### src/rtl/ring_node_q.sv
// ring_node_q
//   One node of the force-distribution ring. Transit packets are forwarded to
//   the next node, packets addressed to this node are ejected to the local
//   force cache, and packets from the local PE wait in a small queue until
//   an output slot is free. If the queue is held off by ring traffic for
//   too long, throttle_out asks the upstream neighbour to stop injecting.
//
//   Packet format: {dest_id[ID_W-1:0], payload[DATA_W-1:0]}
//
// Ports
//   clk, rst        clock, asynchronous active-high reset
//   pe_pkt_in       packet from the local PE; pe_pkt_valid qualifies it
//   pe_ready        queue can accept a packet this cycle (not full)
//   prev_pkt_in     packet from the upstream node; prev_pkt_valid qualifies it
//   throttle_in     downstream node is starving; hold off local injection
//   nxt_pkt_out     registered packet to the downstream node (+ nxt_pkt_valid)
//   fc_data_out     registered payload to the force cache (+ fc_data_valid)
//   throttle_out    registered: this node is starving
//   q_count         current queue occupancy, 0..FIFO_DEPTH
//   err_drop        one-cycle pulse after a PE packet with an invalid dest

module ring_node_q #(
   parameter int NUM_CELLS    = 8,
   parameter int HOME_CELL_ID = 0,
   parameter int DATA_W       = 96,
   parameter int FIFO_DEPTH   = 4,
   parameter int STARVE_LIMIT = 8,
   localparam int ID_W  = (NUM_CELLS > 1) ? $clog2(NUM_CELLS) : 1,
   localparam int PKT_W = ID_W + DATA_W,
   localparam int CNT_W = $clog2(FIFO_DEPTH) + 1
) (
   input  logic              clk,
   input  logic              rst,
   input  logic [PKT_W-1:0]  pe_pkt_in,
   input  logic              pe_pkt_valid,
   output logic              pe_ready,
   input  logic [PKT_W-1:0]  prev_pkt_in,
   input  logic              prev_pkt_valid,
   input  logic              throttle_in,
   output logic [PKT_W-1:0]  nxt_pkt_out,
   output logic              nxt_pkt_valid,
   output logic [DATA_W-1:0] fc_data_out,
   output logic              fc_data_valid,
   output logic              throttle_out,
   output logic [CNT_W-1:0]  q_count,
   output logic              err_drop
);

   localparam int PTR_W = (FIFO_DEPTH > 1) ? $clog2(FIFO_DEPTH) : 1;
   localparam int SC_W  = (STARVE_LIMIT > 0) ? $clog2(STARVE_LIMIT + 1) : 1;

   localparam logic [ID_W-1:0]  HOME_V  = ID_W'(HOME_CELL_ID);
   localparam logic [ID_W:0]    CELLS_V = (ID_W + 1)'(NUM_CELLS);
   localparam logic [CNT_W-1:0] DEPTH_V = CNT_W'(FIFO_DEPTH);
   localparam logic [SC_W:0]    LIM_V   = (SC_W + 1)'(STARVE_LIMIT);
   localparam bit               THR_EN  = (STARVE_LIMIT != 0);

   typedef enum logic [1:0] {
      S_IDLE   = 2'd0,
      S_WAIT   = 2'd1,
      S_STARVE = 2'd2
   } starve_state_t;

   // Injection queue
   logic [PKT_W-1:0] mem [FIFO_DEPTH];
   logic [PTR_W-1:0] wr_ptr;
   logic [PTR_W-1:0] rd_ptr;
   logic [CNT_W-1:0] count;

   logic             full;
   logic             empty;
   logic             push_req;
   logic             bad_dest;
   logic             push;
   logic             pop;

   // Ring / head decode
   logic [ID_W-1:0]  prev_dest;
   logic [ID_W-1:0]  pe_dest;
   logic [PKT_W-1:0] head;
   logic [ID_W-1:0]  head_dest;
   logic             head_home;
   logic             ring_eject;
   logic             ring_fwd;
   logic             port_free;
   logic             ring_blocked;

   // Starvation tracking
   starve_state_t    state;
   logic [SC_W-1:0]  starve_cnt;
   logic [SC_W:0]    cnt_inc;

   assign prev_dest  = prev_pkt_in[PKT_W-1:DATA_W];
   assign pe_dest    = pe_pkt_in[PKT_W-1:DATA_W];
   assign head       = mem[rd_ptr];
   assign head_dest  = head[PKT_W-1:DATA_W];
   assign head_home  = (head_dest == HOME_V);

   assign ring_eject = prev_pkt_valid && (prev_dest == HOME_V);
   assign ring_fwd   = prev_pkt_valid && (prev_dest != HOME_V);

   assign full       = (count == DEPTH_V);
   assign empty      = (count == '0);
   // No push-through: a full queue refuses even when it pops this cycle.
   assign pe_ready   = !full;
   assign q_count    = count;

   assign push_req   = pe_pkt_valid && pe_ready;
   assign bad_dest   = ({1'b0, pe_dest} >= CELLS_V);
   assign push       = push_req && !bad_dest;

   // A self-send competes with ring ejection for the force-cache port;
   // any other head competes with ring forwarding for the downstream slot.
   assign port_free    = head_home ? !ring_eject : !ring_fwd;
   assign pop          = !empty && !throttle_in && port_free;
   assign ring_blocked = !empty && !port_free;

   assign cnt_inc      = {1'b0, starve_cnt} + (SC_W + 1)'(1);

   // Queue storage: contents are don't-care while the pointers say empty.
   always_ff @(posedge clk) begin
      if (push) begin
         mem[wr_ptr] <= pe_pkt_in;
      end
   end

   // Queue pointers and occupancy
   always_ff @(posedge clk or posedge rst) begin
      if (rst) begin
         wr_ptr <= '0;
         rd_ptr <= '0;
         count  <= '0;
      end else begin
         if (push) begin
            wr_ptr <= wr_ptr + PTR_W'(1);
         end
         if (pop) begin
            rd_ptr <= rd_ptr + PTR_W'(1);
         end
         case ({push, pop})
            2'b10:   count <= count + CNT_W'(1);
            2'b01:   count <= count - CNT_W'(1);
            default: count <= count;
         endcase
      end
   end

   // Output registers: ring traffic first, queue head fills a free port.
   always_ff @(posedge clk or posedge rst) begin
      if (rst) begin
         nxt_pkt_out   <= '0;
         nxt_pkt_valid <= 1'b0;
         fc_data_out   <= '0;
         fc_data_valid <= 1'b0;
         err_drop      <= 1'b0;
      end else begin
         err_drop <= push_req && bad_dest;

         if (ring_fwd) begin
            nxt_pkt_out   <= prev_pkt_in;
            nxt_pkt_valid <= 1'b1;
         end else if (pop && !head_home) begin
            nxt_pkt_out   <= head;
            nxt_pkt_valid <= 1'b1;
         end else begin
            nxt_pkt_valid <= 1'b0;
         end

         if (ring_eject) begin
            fc_data_out   <= prev_pkt_in[DATA_W-1:0];
            fc_data_valid <= 1'b1;
         end else if (pop && head_home) begin
            fc_data_out   <= head[DATA_W-1:0];
            fc_data_valid <= 1'b1;
         end else begin
            fc_data_valid <= 1'b0;
         end
      end
   end

   // Starvation FSM. Only ring occupancy counts as starvation; being held
   // off by throttle_in alone leaves the count where it is.
   always_ff @(posedge clk or posedge rst) begin
      if (rst) begin
         state        <= S_IDLE;
         starve_cnt   <= '0;
         throttle_out <= 1'b0;
      end else if (!THR_EN) begin
         state        <= S_IDLE;
         starve_cnt   <= '0;
         throttle_out <= 1'b0;
      end else begin
         case (state)
            S_IDLE: begin
               if (ring_blocked) begin
                  if (LIM_V <= (SC_W + 1)'(1)) begin
                     state        <= S_STARVE;
                     throttle_out <= 1'b1;
                  end else begin
                     state      <= S_WAIT;
                     starve_cnt <= SC_W'(1);
                  end
               end
            end
            S_WAIT: begin
               if (pop || empty) begin
                  state      <= S_IDLE;
                  starve_cnt <= '0;
               end else if (ring_blocked) begin
                  if (cnt_inc >= LIM_V) begin
                     state        <= S_STARVE;
                     throttle_out <= 1'b1;
                  end else begin
                     starve_cnt <= cnt_inc[SC_W-1:0];
                  end
               end
            end
            S_STARVE: begin
               if (pop || empty) begin
                  state        <= S_IDLE;
                  starve_cnt   <= '0;
                  throttle_out <= 1'b0;
               end
            end
            default: begin
               state        <= S_IDLE;
               starve_cnt   <= '0;
               throttle_out <= 1'b0;
            end
         endcase
      end
   end

endmodule

### config.mk
export PLATFORM = sky130hd
export DESIGN_NAME = ring_node_q
export DESIGN_NICKNAME = d
export VERILOG_FILES = /design/src/rtl/ring_node_q.sv
export SDC_FILE = /design/constraint.sdc
export NUM_CORES = 1
export LEC_CHECK = 0
export ABC_AREA = 1
export BUFFER_PORTS_ARGS = -buffer_cell sky130_fd_sc_hd__buf_2
export CELL_PAD_IN_SITES_DETAIL_PLACEMENT = 1
export CELL_PAD_IN_SITES_GLOBAL_PLACEMENT = 1
export CORE_ASPECT_RATIO = 1.5
export CORE_MARGIN = 5
export CORE_UTILIZATION = 40
export DETAILED_ROUTE_END_ITERATION = 8
export PLACE_DENSITY = 0.73
export SYNTH_ARGS = -nofsm -noshare
export SYNTH_HDL_FRONTEND = slang
export SYNTH_SLANG_ARGS = --single-unit
### constraint.sdc
create_clock -name clk -period 8.4 [get_ports clk]
set_clock_uncertainty 0.1 [all_clocks]
set_input_delay 0.42 -clock clk [delete_from_list [all_inputs] [get_ports clk]]
set_output_delay 0.42 -clock clk [all_outputs]
set_load 0.02 [all_outputs]
### Word-level counts from Yosys, hierarchy flattened

Memories as Yosys holds them, arrays and structs flattened.
Cells that the tools add are included.

* $add $sub $neg: 5
* reductions and logical operators: 27
* equal/unequal tests: 13
* $lt $le $gt $ge: 1
* mux-type cells: 29
* bitwise gates (word level): 1

Operators by type and width (number)
* two-way mux 99 bit: 2
* two-way mux 96 bit: 2
* two-way mux 4 bit: 5
* one-hot mux 4 bit (3 select lines): 1
* two-way mux 1 bit: 11
* two-way mux 2 bit: 5
* inequality test 2 bit (second input constant): 5
* zero test 3 bit: 3
* inequality test 3 bit (second input constant): 3
* logical AND 1 bit: 8
* AND reduction 4 bit: 2
* zero test 1 bit: 7
* one-hot mux 2 bit (3 select lines): 1
* one-hot mux 3 bit (2 select lines): 1
* nonzero test 2 bit: 3
* adder 4 x 1 -> 5 bit (second input constant): 1
* greater-or-equal comparator 5 x 4 -> 1 bit (second input constant): 1
* AND reduction 5 bit: 1
* adder 2 x 1 -> 2 bit (second input constant): 2
* equality test 2 x 1 -> 1 bit (second input constant): 2
* equality test 2 bit (second input constant): 2
* adder 3 x 1 -> 3 bit (second input constant): 1
* equality test 3 bit (second input constant): 1
* one-hot mux 1 bit (3 select lines): 1
* other kinds (5): 5

* register bits: 211
* memories kept: 1
* logic and storage cells: 87
* output and inout bits: 203
* memory bits (writable): 396

Memories
* mem: depth 4, bits a word 99, rd ports 1, clocked after memory_dff 0, wr ports 1, line 65 `logic [PKT_W-1:0] mem [FIFO_DEPTH];`

### Depth between registers and ports, before layout

Gate-level depths: netlist of run 1.

* depth after elaboration: 9
* depth in mapped cells: 16
* depth with buffers taken out: 14

### Least setup slack after synthesis of run 1

Ideal clock, no wire load.

* kind: flip-flop to flip-flop
* start: register count[0], in the netlist q_count[0]
* end: memory mem[0][0] (netlist bit) (enable)
* required time: 7.742 ns
* path slack: 2.555 ns
* path buffers: 0
* stages on the path, launching flop included: 5
* arrival time: 5.187 ns
* cells stage by stage: dfrtp_1 inv_1 nand3_1 nand2_1 nor2_1

* longest elaborated chain between the ends: 5

RTL lines
* start: declaration: line 68 `logic [CNT_W-1:0] count;`
* start signal: assignment: line 141 `2'b10: count <= count + CNT_W'(1);`
* start signal: assignment: line 142 `2'b01: count <= count - CNT_W'(1);`
* start signal: assignment: line 143 `default: count <= count;`
* equality test 3 bit: line 102 `assign full = (count == DEPTH_V);`
* zero test 1 bit: line 105 `assign pe_ready = !full;`
* named net pe_ready: line 36 `output logic pe_ready,`
* logical AND 1 bit: line 108 `assign push_req = pe_pkt_valid && pe_ready;`
* two-way mux 1 bit: line 122 `if (push) begin`
* two-way mux 1 bit (not written as such): line 123 `mem[wr_ptr] <= pe_pkt_in;`
* end: declaration: line 65

The timed path passes the listed nets, and every way through them passes these cells.

### Worst setup path in the final report of run 1

* start: register rd_ptr[0]
* end: register nxt_pkt_out[95]

* longest elaborated chain between the ends: 6
* elaborated cells between the ends (all ways): 9

RTL lines
* start: declaration: line 67 `logic [PTR_W-1:0] rd_ptr;`
* start signal: assignment: line 138 `rd_ptr <= rd_ptr + PTR_W'(1);`
* memory (4 x 99 bit) (*)
* zero test 3 bit: line 97 `assign head_home = (head_dest == HOME_V);`
* two-way mux 1 bit: line 114 `assign port_free = head_home ? !ring_eject : !ring_fwd;`
* logical AND 1 bit: line 115 `assign pop = !empty && !throttle_in && port_free;`
* logical AND 1 bit: line 162 `end else if (pop && !head_home) begin`
* nonzero test 2 bit (no line)
* end signal: assignment: line 160 `nxt_pkt_out <= prev_pkt_in;`
* end: declaration: line 40 `output logic [PKT_W-1:0] nxt_pkt_out,`

Mark *: on every way between the ends. The rest lies on a longest branch, timed or not. The select of a mux whose other input is x is not followed.
A chain may end at the register's enable or synchronous reset.

==> results of run 1 <==
==> cell families after synthesis <==
logic type                 Yosys count  synth area share
and+or+nand+nor                    760            0.1180
adders and majority gates            8          0.004338
buffers and inverters              179           0.03360
xor gates and xnor gates             6          0.002119
AOI/OAI and AO/OA                  591            0.1494
DFF                                607            0.6924
other                                1         0.0001512
==> power by group through the flow <==
stage	clock network, mW	logic, mW	registers (mW)
after global routing	2.85	4.88	4.63
after detailed placement	0	4.41	4.59
final	2.65	4.43	4.54
after floorplan	0	2.41	5.11
after global placement	0	4.21	4.55
after CTS	2.72	4.50	4.55
==> metal layers <==
layer	GRT usage	vias up	part of all wire
met3	0.03832	136	0.048
li1	-	8520	-
met2	0.3867	446	0.53
met1	0.2531	9371	0.39
met4	0.07968	8	0.033
met5	0	-	0.00061
==> layout make-up <==
cell class	instances	area share
repair buffers	551	0.1131
multi-input cells	1366	0.2245
clock buffers	82	0.05389
inverters	29	0.004139
clock inverters	27	0.008443
diodes	11	0.0009016
well taps	791	0.03242
flip-flops and latches	607	0.5626
==> cells in the mapped netlist (all sizes together) <==
cell type and n:
a21oi 291, a31oi 3, a32o 96, buf 63, clkbuf 87, clkinv 1
conb 1, dfrtp 211, edfxtp 396, fa 1, ha 7, inv 28
nand2 526, nand3 16, nand4 5, nor2 210, nor3 2, nor3b 1
o21ai 197, o21bai 3, o22ai 1, xnor2 3, xor2 3
==> path summary, 6_finish.rpt <==
| path | startpoint | end | slack [ps] | cells past startpoint |
|---|---|---|---|---|
| min in group asynchronous | rst | fc_data_out[89]$_DFFE_PP0P_ | 420 | 3 |
| hold reg to reg | starve_cnt[3]$_DFFE_PP0P_ | starve_cnt[3]$_DFFE_PP0P_ | 410 | 2 |
| hold / removal | prev_pkt_in[8] | nxt_pkt_out[8]$_DFFE_PP0P_ | 40 | 3 |
| setup reg to reg | rd_ptr[0]$_DFFE_PP0P_ | nxt_pkt_out[95]$_DFFE_PP0P_ | 4180 | 9 |
| setup / recovery | rd_ptr[0]$_DFFE_PP0P_ | nxt_pkt_out[95]$_DFFE_PP0P_ | 4180 | 9 |
| max in group asynchronous | rst | rd_ptr[0]$_DFFE_PP0P_ | 6440 | 4 |
==> registers in the layout, summed over array words and instances, names as in the netlist <==
signal	count
fc_data_out	96
state	2
starve_cnt	4
nxt_pkt_valid	1
nxt_pkt_out	99
mem	396
fc_data_valid	1
throttle_out	1
q_count	3
rd_ptr	2
wr_ptr	2
==> worst min-delay path, cell delays in order <==
cell	delay, ps
buf_2	100
o21ai_0	80
a21oi_1	130
==> what timing repair did <==
item,CTS,global route
hold buffers,126,0
setup endpoints to repair,0,0
endpoints found under the hold margin,515,0
==> metrics.csv, run 1 <==
metric,value,unit
core footprint,61250,sq um
crit path cell chain,"inv_6, nand2_1, nand3_1, nand2_2, nand3_4, nand2_1, nand2_4, buf_4, a21oi_1",
first-pass GRT wire length,113100,um
largest buffer count on any clock path,3,
RSZ-0062 raised after global routing,false,
initial antenna violation count,16,
share of layout cells above drive strength 1,0.2224,
area post-placement,27340,sq um
crit-path max cell delay,810,ps
Synth Area per Inst,11.52,sq um
"area leader, netlist",edfxtp_1,
Setup Viol. Count Final,0,
critical path launch point type,flip-flop,
area of the multi-input gates,6854,sq um
post-CTS repair timing setup buffer count,0,
"Clk pin slew, worst setup/hold paths",70,ps
"most common cell after layout, fill and taps aside",nand2_1,
crit path max fanout,111,
internal power,7.022,mW
TNS Setup,0,ps
Nets,2825,
Setup crit end kind,flip-flop,
arrival time worst endpoint,4580,ps
run status,completed,
Fillers,6587,
total track usage,0.2142,
synth warn,0,
Netlist cell types,31,
Total Routed Length,73510,um
crit share post-route,0.5027,
final core occ,0.4985,
Synth area leaders,"edfxtp_1 48%, dfrtp_1 21%, nand2_1 7.9%, a21oi_1 4.6%, o21ai_0 4.0%",
die area,67190,sq um
min Tclk post-route,4223,ps
H-tree lvl count,2,
post-synthesis sequential area ratio,0.6924,
WS Path Type,flip-flop to flip-flop,
Power Density,380.8,nW/um^2
setup ws final,4177,ps
Final Hold Viols,0,
"FF+latch count, synth",607,
Iteration-0 DRC Markers,1178,
Hold WS,44.37,ps
Routed Antenna Nets,0,
crit-path most repeated cell,nand2_1,
Area Overhead vs Synth,23.10,%
initial core utilization,0.4049,
placed cells,3218,
Avg WL per Cell,21.22,um
worst min path class,primary input to flip-flop,
Leak Pwr,11.97,nW
Final Slew Violations,0,
GP Congestion,0.7760,
"Largest delay share family, worst path",buffers and inverters,
total gr overflow,0,
synthesized net count,2363,
most frequent cells in the layout,"520 x nand2_1, 404 x buf_2, 396 x edfxtp_1",
Post-CTS Resized,0,
"IR drop worst, VDD",0.1775,mV
Sw Share,0.3961,
clock power share,0.228,
sequential cell area,17180,sq um
Clock Sink Count,607,
Rel. slew slack,0.2410,
Seq pwr share,0.391,
Least-Margin Pin Slew,1138,ps
Vias per Instance,5.335,
synthesized area,24800,sq um
Fmax,236.8,MHz
vias in the first global route,20271,
Chip Height,315.0,um
Slowest cell on crit path,buf_4,
Tot Pwr,11.63,mW
DR vias,18481,
HPWL after detailed placement,46010,um
top cell type's share of synthesized area,0.4795,
synthesized instance count,2152,
Placement Rows,111,
final instance area,30530,sq um
largest net degree at the start of global routing,194,
Die Width,213.3,um
CTS tree,built,
dpl ws,4265,ps
Comb pwr share,0.381,
Root Buffer,clkbuf_16,
# port buffers,404,
DRC viols,0,
non-filler instance count after layout,3464,
Worst EP required,8750,ps
total of max-cap violations,0,
worst-skew pair later-pin latency,620,ps
P_sw,4.605,mW
crit path buf inv count,2,
drt pass-1 iters,5,
number of top-level pins,406,
Num CTS Buffers,59,
No activity file was read; power rests on OpenSTA's default activity.
==> inputs of run 2 (changes only) <==
ABC_AREA = 0   (was 1)
PLACE_DENSITY = 0.71   (was 0.73)
clock period = 3.9 ns   (was 8.4 ns; I/O delays follow)
==> metrics.csv, run 2 <==
metric,value,unit
"IR drop worst, VDD",0.4030,mV
initial antenna violation count,12,
number of synthesized flops with an enable pin,396,
DR WL met3,3708,um
Met2 Wirelength,36570,um
Fmax,312.6,MHz
biggest registers after layout,"mem x396, nxt_pkt_out x99, fc_data_out x96",
internal power,15.36,mW
share of layout cells above drive strength 1,0.3027,
Iteration-0 DRC Markers,814,
synth warn,0,
synthesized net count,1686,
TNS Setup,0,ps
Num CTS Buffers,58,
FF-to-FF setup slack,700,ps
Hold WS,172.7,ps
clock power share,0.248,
"most common cell after layout, fill and taps aside",buf_2,
core footprint,59870,sq um
most frequent cells in the layout,"404 x buf_2, 396 x edfxtp_1, 209 x dfrtp_1",
synthesized instance count,1475,
final instance area,31240,sq um
first-pass GRT wire length,103300,um
Root Buffer,clkbuf_16,
DR vias,15085,
P_sw,8.346,mW
number of top-level pins,406,
H-tree lvl count,2,
"FFs w/ async S/R, synth",0.3476,
run status,completed,
WS Path Type,flip-flop to flip-flop,
crit share post-route,0.8203,
critical path launch point type,flip-flop,
Clock Sink Count,607,
Seq pwr share,0.407,
total gr overflow,0,
synthesized area,24110,sq um
FF-to-FF Start,rd_ptr[0]$_DFFE_PP0P_,
Die Width,210.5,um
"Clk pin slew, worst setup/hold paths",60,ps
CTS hold repair buffers,202,
Nets,2295,
area post-placement,27180,sq um
most common cell in the netlist,edfxtp_1,
initial core utilization,0.4027,
worst min path class,primary input to async pin,
Least-Margin Pin Slew,926.0,ps
post-synthesis sequential area ratio,0.7123,
post-CTS repair timing setup buffer count,0,
DRC viols,0,
Final Hold Viols,0,
largest buffer count on any clock path,3,
arrival time worst endpoint,3630,ps
# port buffers,404,
Power Density,758.8,nW/um^2
largest net degree at the start of global routing,100,
Synth Area per Inst,16.34,sq um
Synth area leaders,"edfxtp_1 49%, dfrtp_1 22%, mux4_2 9.2%, mux2i_1 8.1%, nand2_1 3.1%",
crit path max fanout,6,
Register-to-Register Path Depth,10,
drt pass-1 iters,5,
vias in the first global route,17128,
R2R Path End,q_count[2]$_DFFE_PP0P_,
top cell type's share of synthesized area,0.4933,
min Tclk post-route,3199,ps
Setup Viol. Count Final,0,
Comb pwr share,0.345,
sequential cell area,17180,sq um
Biggest register,mem,
GP Congestion,0.7696,
area of the multi-input gates,6545,sq um
Synth top cells by count,"396 x edfxtp_1, 211 x dfrtp_1, 200 x nand2_1",
Main synth FF type,edfxtp_1,
worst-skew pair later-pin latency,610,ps
total track usage,0.2035,
Rel. slew slack,0.3827,
CTS tree,built,
Leak Pwr,12.35,nW
Met1 Routed Length,25600,um
Vias per Instance,5.154,
Fillers,5856,
Netlist cell types,46,
total of max-cap violations,0,
Chip Height,310.7,um
"area leader, netlist",edfxtp_1,
Placement Rows,110,
Total Routed Length,67450,um
Setup crit end kind,flip-flop,
Sw Share,0.3521,
Avg WL per Cell,23.04,um
"FF+latch count, synth",607,
Routed Antenna Nets,0,
highest routing layer actually used,met5,
die area,65380,sq um
HPWL after detailed placement,42970,um
Worst EP required,4330,ps
RSZ-0062 raised after global routing,false,
Final Slew Violations,0,
Largest register FFs,396,
Area Overhead vs Synth,29.59,%
Post-CTS Resized,0,
## run 2: changes by cell type after synthesis, moves of 65 or more
cell	change
nand2_1	-322
o21ai_0	-69
mux4_2	+99
a21oi_2	-65
mux2i_1	+195
o21ai_1	+71
a32o_1	-96
a21oi_1	-218
nor2_1	-205
## run 2: critical path, stage by stage (launching register included)
cell and delay [ps]:
dfrtp_4 470, mux4_2 580, nor3_4 370, xnor2_1 140
a21oi_1 310, ha_1 260, inv_1 70, fa_1 380
xor2_1 160, nor2_1 120, xor2_1 150
## run 2: stage by stage
stage	utilization	std cells	worst slack (ps)	total power [mW]
detailed placement	0.4541	2606	755.2	17.86
CTS	0.5215	2918	730.5	24.02
global route	0.5217	2924	568.1	25.05
global placement	0.4541	2606	758.2	17.49
finish	0.5218	2927	701.0	23.71
floorplan	-	1475	61.98	14.86
## run 2: final cells by class
cell class                 count  area share
timing repair buffer         639      0.1422
inverter                      15    0.001922
tap                          784     0.03140
antenna                        9   0.0007209
clock inverter                26    0.008250
sequential                   607      0.5499
clock buffer                  84     0.05619
multi-input combinational    763      0.2095
## run 2: metal layers
layer | GRT usage | up-vias
met2 | 0.3765 | 360
met3 | 0.04781 | 85
met4 | 0.05440 | 6
li1 | - | 6799
met5 | 0 | -
met1 | 0.2356 | 7835
## run 2: worst max path at each step
stage | startpoint | end | slack [ps] | cells past startpoint
after global routing | rd_ptr[0]$_DFFE_PP0P_ | q_count[2]$_DFFE_PP0P_ | 570 | 10
after CTS | rd_ptr[0]$_DFFE_PP0P_ | q_count[2]$_DFFE_PP0P_ | 730 | 10
after floorplan | q_count[0]$_DFFE_PP0P_ | mem[0][0]$_DFFE_PP_ | 60 | 3
after detailed placement | rd_ptr[0]$_DFFE_PP0P_ | q_count[2]$_DFFE_PP0P_ | 760 | 10
after global placement | rd_ptr[0]$_DFFE_PP0P_ | q_count[2]$_DFFE_PP0P_ | 760 | 10
final | rd_ptr[0]$_DFFE_PP0P_ | q_count[2]$_DFFE_PP0P_ | 700 | 10
## run 2: kinds of logic (layout without fill, tap and decap cells)
group,count (synthesis),in the layout,synth area share
buffers and inverters,105,764,0.01868
muxes,294,294,0.1734
other,1,10,0.0001555
DFF,607,607,0.7123
adders and majority gates,8,8,0.004463
and+or+nand+nor,231,231,0.03924
xor gates and xnor gates,7,7,0.002543
AOI/OAI and AO/OA,222,222,0.04920
## run 2: power groups by stage
stage	combinational (mW)	clock (mW)	sequential (mW)
CTS	8.31	6.05	9.65
floorplan	3.98	0	10.9
global route	8.89	6.33	9.83
finish	8.19	5.87	9.65
detailed placement	8.09	0	9.76
global placement	7.86	0	9.63
